$ cat config.mk
export PLATFORM = sky130hd
export DESIGN_NAME = arb_mux
export DESIGN_NICKNAME = d
export VERILOG_FILES = /design/src/rtl/arb_mux.sv
export SDC_FILE = /design/constraint.sdc
export NUM_CORES = 1
export LEC_CHECK = 0
export CAP_MARGIN = 20
export CORE_ASPECT_RATIO = 0.7
export CORE_MARGIN = 2
export CORE_UTILIZATION = 45
export DETAILED_ROUTE_END_ITERATION = 16
export GPL_ROUTABILITY_DRIVEN = 1
export PLACE_DENSITY = 0.86
export SLEW_MARGIN = 30
export SYNTH_ARGS = -nofsm -noshare
export SYNTH_HDL_FRONTEND = slang
export SYNTH_SLANG_ARGS = --single-unit
$ cat constraint.sdc
create_clock -name clk -period 7.3 [get_ports clk]
set_input_delay 1.46 -clock clk [delete_from_list [all_inputs] [get_ports clk]]
set_output_delay 1.46 -clock clk [all_outputs]
set_load 0.05 [all_outputs]
$ cat src/rtl/arb_mux.sv
// N-channel registered arbitrating multiplexer with valid/ready handshakes.
// Fixed-priority or round-robin grant feeds a one-entry output register.
module arb_mux #(
  parameter int WIDTH    = 16,
  parameter int NUM_IN   = 4,
  parameter int ARB_MODE = 1,
  localparam int SRC_W   = (NUM_IN > 1) ? $clog2(NUM_IN) : 1
) (
  input  logic                    clk,
  input  logic                    reset_n,
  input  logic [NUM_IN*WIDTH-1:0] in_data,
  input  logic [NUM_IN-1:0]       in_valid,
  output logic [NUM_IN-1:0]       in_ready,
  output logic [WIDTH-1:0]        out_data,
  output logic [SRC_W-1:0]        out_src,
  output logic                    out_valid,
  input  logic                    out_ready
);

  logic [WIDTH-1:0]  chan_data [NUM_IN];
  logic [NUM_IN-1:0] grant;
  logic [SRC_W-1:0]  grant_idx;
  logic              grant_any;
  logic              load;
  logic              in_xfer;

  logic [WIDTH-1:0]  data_q, data_d;
  logic [SRC_W-1:0]  src_q, src_d;
  logic              valid_q, valid_d;
  logic [SRC_W-1:0]  rr_ptr_q, rr_ptr_d;

  for (genvar gi = 0; gi < NUM_IN; gi++) begin : g_unpack
    assign chan_data[gi] = in_data[gi*WIDTH +: WIDTH];
  end

  // Search starts at rr_ptr in round-robin mode and at 0 in fixed-priority mode.
  always_comb begin : arbitrate
    int               start;
    int               cand;
    logic [SRC_W-1:0] cand_idx;
    grant     = '0;
    grant_idx = '0;
    grant_any = 1'b0;
    start     = (ARB_MODE == 1) ? int'(rr_ptr_q) : 0;
    cand      = 0;
    cand_idx  = '0;
    for (int k = 0; k < NUM_IN; k++) begin
      cand = start + k;
      if (cand >= NUM_IN) cand = cand - NUM_IN;
      cand_idx = SRC_W'(cand);
      if (!grant_any && in_valid[cand_idx]) begin
        grant_any       = 1'b1;
        grant[cand_idx] = 1'b1;
        grant_idx       = cand_idx;
      end
    end
  end

  assign load     = !valid_q || out_ready;
  assign in_ready = load ? grant : '0;
  assign in_xfer  = grant_any && load;

  always_comb begin : next_state
    data_d   = data_q;
    src_d    = src_q;
    valid_d  = valid_q;
    rr_ptr_d = rr_ptr_q;
    if (in_xfer) begin
      data_d  = chan_data[grant_idx];
      src_d   = grant_idx;
      valid_d = 1'b1;
      if (ARB_MODE == 1) begin
        rr_ptr_d = (grant_idx == SRC_W'(NUM_IN - 1)) ? '0 : grant_idx + 1'b1;
      end
    end else if (valid_q && out_ready) begin
      valid_d = 1'b0;
    end
  end

  always_ff @(posedge clk or negedge reset_n) begin
    if (!reset_n) begin
      data_q   <= '0;
      src_q    <= '0;
      valid_q  <= 1'b0;
      rr_ptr_q <= '0;
    end else begin
      data_q   <= data_d;
      src_q    <= src_d;
      valid_q  <= valid_d;
      rr_ptr_q <= rr_ptr_d;
    end
  end

  assign out_data  = data_q;
  assign out_src   = src_q;
  assign out_valid = valid_q;

endmodule
**Word-level counts from Yosys, hierarchy flattened**

Cells that the tools add are included.

- Output and inout bits: 23
- Input port bits: 71
- Logic and storage cells: 84
- Register bits after elaboration: 21

- Eq/ne operators: 1
- $lt $le $gt $ge: 13
- Multiplexer cells: 39
- Bitwise gates (word level): 4
- Reduce and logical (&&, ||, !) cells: 15
- Add/sub/neg operators: 8

Operator list:

| cell | number |
|---|---|
| binary-select mux 16 bit (select 2 bit) | 1 |
| 2-to-1 mux 16 bit | 2 |
| 2-to-1 mux 4 bit | 5 |
| 2-to-1 mux 2 bit | 9 |
| 2-to-1 mux 1 bit | 14 |
| >= comparator 3 bit (second input constant) | 4 |
| less-than comparator 2 x 3 -> 1 bit (second input constant) | 4 |
| bitwise OR 4 bit | 3 |
| logical AND 1 bit | 9 |
| binary-select mux 1 bit (select 2 bit) | 4 |
| demux 1 bit (select 2 bit) | 4 |
| >= comparator 2 x 1 -> 1 bit (second input constant) | 4 |
| subtractor 2 x 1 -> 2 bit (second input constant) | 4 |
| adder 2 x 2 -> 3 bit (second input constant) | 2 |
| logical NOT 1 bit | 4 |
| adder 2 x 1 -> 3 bit (second input constant) | 1 |
| >= comparator 2 x 3 -> 1 bit (second input constant) | 1 |
| NOT 2 -> 3 bit | 1 |
| adder 2 x 1 -> 2 bit (second input constant) | 1 |
| == test 2 bit (second input constant) | 1 |
| nonzero test 2 bit | 1 |
| logical OR 1 bit | 1 |

**Logic depth before layout (Yosys ltp)**

- Depth after elaboration: 18
- Gate-level depth with buffers: 14
- Depth with buffers taken out: 8

**Worst setup path before layout**

No wires, ideal clock.

- Path kind: input port to output port
- Start: in in_valid[0]
- End: out in_ready[0]
- Path buffers: 1
- Stages on the path: 6
- Arrival: 3.363 ns
- Path slack: 2.477 ns
- Data required time: 5.840 ns
- Cell sequence: or3b_1 > a2111o_1 > buf_2 > o41ai_1 > a221oi_1 > nor2_1

- Cells in the longest elaborated chain, start to end: 13
- Elaborated cells between the ends (all ways): 25
- Classes of those cells: mux (16); bitwise (3); reduce/logical (6)

RTL lines:

| item | RTL line | source |
|---|---|---|
| from (decl) | 12 | `input logic [NUM_IN-1:0] in_valid,` |
| binary-select mux 1 bit (select 2 bit) | 51 | `if (!grant_any && in_valid[cand_idx]) begin` |
| 2-to-1 mux 1 bit (implied by the code) | 51 |  |
| 2-to-1 mux 1 bit | 51 |  |
| logical NOT 1 bit | 51 |  |
| logical AND 1 bit | 51 |  |
| 2-to-1 mux 1 bit | 51 |  |
| logical NOT 1 bit | 51 |  |
| logical AND 1 bit | 51 |  |
| 2-to-1 mux 1 bit | 51 |  |
| logical NOT 1 bit | 51 |  |
| logical AND 1 bit | 51 |  |
| 2-to-1 mux 4 bit (*) | 51 |  |
| 2-to-1 mux 4 bit (*) | 60 | `assign in_ready = load ? grant : '0;` |
| to (decl) | 13 | `output logic [NUM_IN-1:0] in_ready,` |

Every way passes the cells marked *; elsewhere a longest branch is shown, timed or not. The select of a mux whose other input is x is not followed.

**Worst setup path in the final report**

- Start: in in_valid[1]
- End: out in_ready[0]

The elaborated chain is that of the path after synthesis.

==> metrics.md <==
| Metric | Value |
|---|---|
| Status | `completed` |
| Post-route cell area | `0.00298 mm2` |
| P_sw | `842 uW` |
| Part of the power in registers | `15.5%` |
| Io pins | `94` |
| Longest Clk Path Bufs | `2` |
| Syn Inst Count | `211` |
| Part of the Yosys area used for sequential elements | `25.6%` |
| Critical Path Source Type | `primary input` |
| Total Nets Final | `366` |
| RSZ-0062 raised after global routing | `no` |
| Number of setup buffers added after CTS | `0` |
| Avg WL per Cell | `17.8 um` |
| Number of diodes | `0` |
| Setup CP Type | `primary input to output pin` |
| Grt ovf | `0` |
| DRC Markers | `0` |
| Setup crit end kind | `output pin` |
| Met1 Use GR | `31.8%` |
| Htree depth | `1` |
| Die H | `60.5 um` |
| Final setup fails | `0` |
| Post-synth EDFFs | `0` |
| Dpl cells | `338` |
| Count of pins over their slew limit | `0` |
| Cell area after synthesis | `0.00205 mm2` |
| Vias | `2015` |
| Logic pwr share | `79.4%` |
| Most frequent cell on the critical path | `clkdlybuf4s50_1` |
| CTS tree | `yes` |
| Critical Path RT | `5.84 ns` |
| Vias in the first global route | `1913` |
| FMAX | `163 MHz` |
| Hold WS | `0.490 ns` |
| Worst vdd ir | `404 uV` |
| Detailed Routing Iterations Pass 1 | `4` |
| Final worst path period need | `6.12 ns` |
| Rows | `20` |
| M2 GR Usage | `39.4%` |
| Top_reg_cell synth | `dfrtp_1` |
| Max cap viols | `0` |
| Pin count of the biggest net entering global routing | `40` |
| Internal Power | `655 uW` |
| Area grow syn2layout | `45.2%` |
| Syn_area_per_cell | `9.73 um2` |
| Initial antenna violation count | `0` |
| Class of the worst hold path | `register to register` |
| Final Hold Vio Count | `0` |
| First-pass GRT wire length | `9450 um` |
| Clock share of power | `5.1%` |
| CTS root buffer | `clkbuf_8` |
| Synthesis Warnings | `0` |
| Setup TNS | `0 ns` |
| Die area | `0.00513 mm2` |
| Syn nets | `289` |
| Leak | `1.10 nW` |
| FFs w/ async S/R, synth | `100%` |
| Num CTS Buffers | `3` |
| Most Used Layer, Global Route | `met2` |
| Slew @ Worst Pin | `0.896 ns` |
| Crit Path Max Fanout | `18` |
| Unique masters post-synth | `43` |
| Post-CTS sizing | `0` |
| Pwr Total | `1.50 mW` |
| Arrival time at the worst endpoint | `4.66 ns` |
| Net Sw Frac | `56.2%` |
| Max incr delay on CP | `0.80 ns` |
| Clock Pin Slew Worst Setup and Hold Paths | `0.07 ns` |
| Routed Antenna Nets | `0` |
| Chip Width | `84.7 um` |
| #FFs+latches synth | `21` |
| I/O Buffers | `93` |
| Cell-by-cell trace of the critical path | `clkdlybuf4s50_1 -> or3b_1 -> a2111o_1 -> o41ai_2 -> a221oi_1 -> nor2_1 -> clkdlybuf4s50_1` |
| Post-CTS Hold Buffers | `0` |
| 1st-iter DRT viols | `160` |
| Post-DP Area | `0.00293 mm2` |
| PwrDens | `502 mW/mm2` |
| Drt total wl | `6090 um` |
| Global Route Usage Sum | `23.1%` |
| Slowest CP cell | `clkdlybuf4s50_1` |
| RePlAce Congestion | `0.785` |
| Initial Util | `47.2%` |
| Met3 Use GR | `4.76%` |
| Post-route insts no fill | `342` |
| Final worst path period share | `83.8%` |
| Vias per cell | `5.89` |
| DP Wirelength | `4400 um` |
| Slew headroom | `40.3%` |
| CTS Sinks | `21` |
| Share of cells above drive strength 1 | `15.7%` |
| Worst clock skew | `0.00638 ns` |
| Core ar. | `0.00435 mm2` |
| Worst-Skew Late Latency | `0.26 ns` |
[area by class of cell]
| class | instances | area, um2 |
|---|---|---|
| fillers | 343 | 1370 |
| flip-flops and latches | 21 | 526 |
| repair buffers | 96 | 948 |
| clock buffers | 4 | 45.0 |
| multi-input cells | 163 | 1380 |
| inverters | 3 | 11.3 |
| well taps | 55 | 68.8 |
[cell families after synthesis]
logic type | synth area share [%]
adders and majority gates | 4.27
and+or+nand+nor | 10.0
xor gates and xnor gates | 0.427
muxes | 4.69
DFF | 25.6
buffers and inverters | 7.80
AOI/OAI and AO/OA | 47.2
[layer usage]
| metal | routed length [um] | part of all wire, % | vias to the layer above |
|---|---|---|---|
| met2 | 2960 | 49 | 74 |
| met1 | 2780 | 46 | 967 |
| met5 | 0 | 0 | - |
| met3 | 332 | 5.5 | 2 |
| li1 | - | - | 972 |
| met4 | 18 | 0.30 | 0 |
[power groups by stage]
stage                     combinational, mW  sequential, mW  clock (mW)
after floorplan                       0.762           0.391           0
after global placement                 1.14           0.230           0
after detailed placement               1.17           0.233           0
after CTS                              1.17           0.232      0.0778
after global routing                   1.27           0.242      0.0827
final                                  1.19           0.232      0.0766
[cells in the final DEF (no fill, tap or decap), drive strengths merged, types with 2 or more instances in the layout]
| cell | instances |
|---|---|
| clkdlybuf4s50 | 92 |
| a21boi | 32 |
| nand2 | 22 |
| dfrtp | 21 |
| a221oi | 20 |
| o31ai | 16 |
| a211oi | 16 |
| nor2 | 9 |
| ha | 7 |
| o21ai | 6 |
| a22oi | 5 |
| mux2i | 4 |
| clkbuf | 4 |
| buf | 4 |
| inv | 3 |
| a21oi | 3 |
| nand2b | 3 |
| nor2b | 3 |
| mux4 | 2 |
| a2111oi | 2 |
| or2 | 2 |
[worst max-delay path: cells and delay by family]
family / cells / cell delay [ns]
AOI/OAI and AO/OA: 3 / 1.27
and+or+nand+nor: 2 / 0.49
buffers and inverters: 2 / 1.43
[stage by stage]
stage          util [%]  setup slack (ns)
2_1_floorplan         -              2.48
3_3_place_gp       67.2              1.23
3_5_place_dp       67.4              1.28
4_1_cts            68.4              1.27
5_1_grt            68.5              1.05
6_report           68.5              1.18
[sequential cells by signal, indices dropped and copies added (netlist names)]
| name | flops |
|---|---|
| out_src | 2 |
| out_data | 16 |
| rr_ptr_q | 2 |
| out_valid | 1 |
[cells in the mapped netlist (2+ instances only)]
cell      count  area [um2]
a221oi_1     10        87.6
o31ai_2      10         125
mux2i_1       4        40.0
a211oi_1      8        60.1
buf_2        10        50.1
o21ai_0       3        15.0
nor2b_1       2        12.5
o21ai_2       2        17.5
nor2_1        9        33.8
mux4_2        2        45.0
o31ai_1       6        45.0
ha_1          7        87.6
buf_6         2        22.5
clkbuf_1      7        26.3
a221oi_2     10         150
nand2_1      22        82.6
dfrtp_1      21         526
a22oi_1       4        30.0
a211oi_2      8         100
a21oi_1       3        15.0
a21boi_0     32         240
inv_1         3        11.3
nand2b_1      3        18.8
buf_4         4        30.0
[final timing paths]
kind | depth (start not counted) | slack [ns] | from | to
worst max-delay path | 7 | 1.18 | in_valid[1] | in_ready[0]
worst min-delay path | 2 | 0.49 | out_data[2] | out_data[2]
worst max register to register | 8 | 3.22 | rr_ptr_q[0] | out_data[13]
worst min register to register | 2 | 0.49 | out_data[2] | out_data[2]
max in group asynchronous | 1 | 5.81 | reset_n | out_data[2]
min in group asynchronous | 1 | 1.15 | reset_n | out_data[3]
Power figures use the tool's default switching activity.
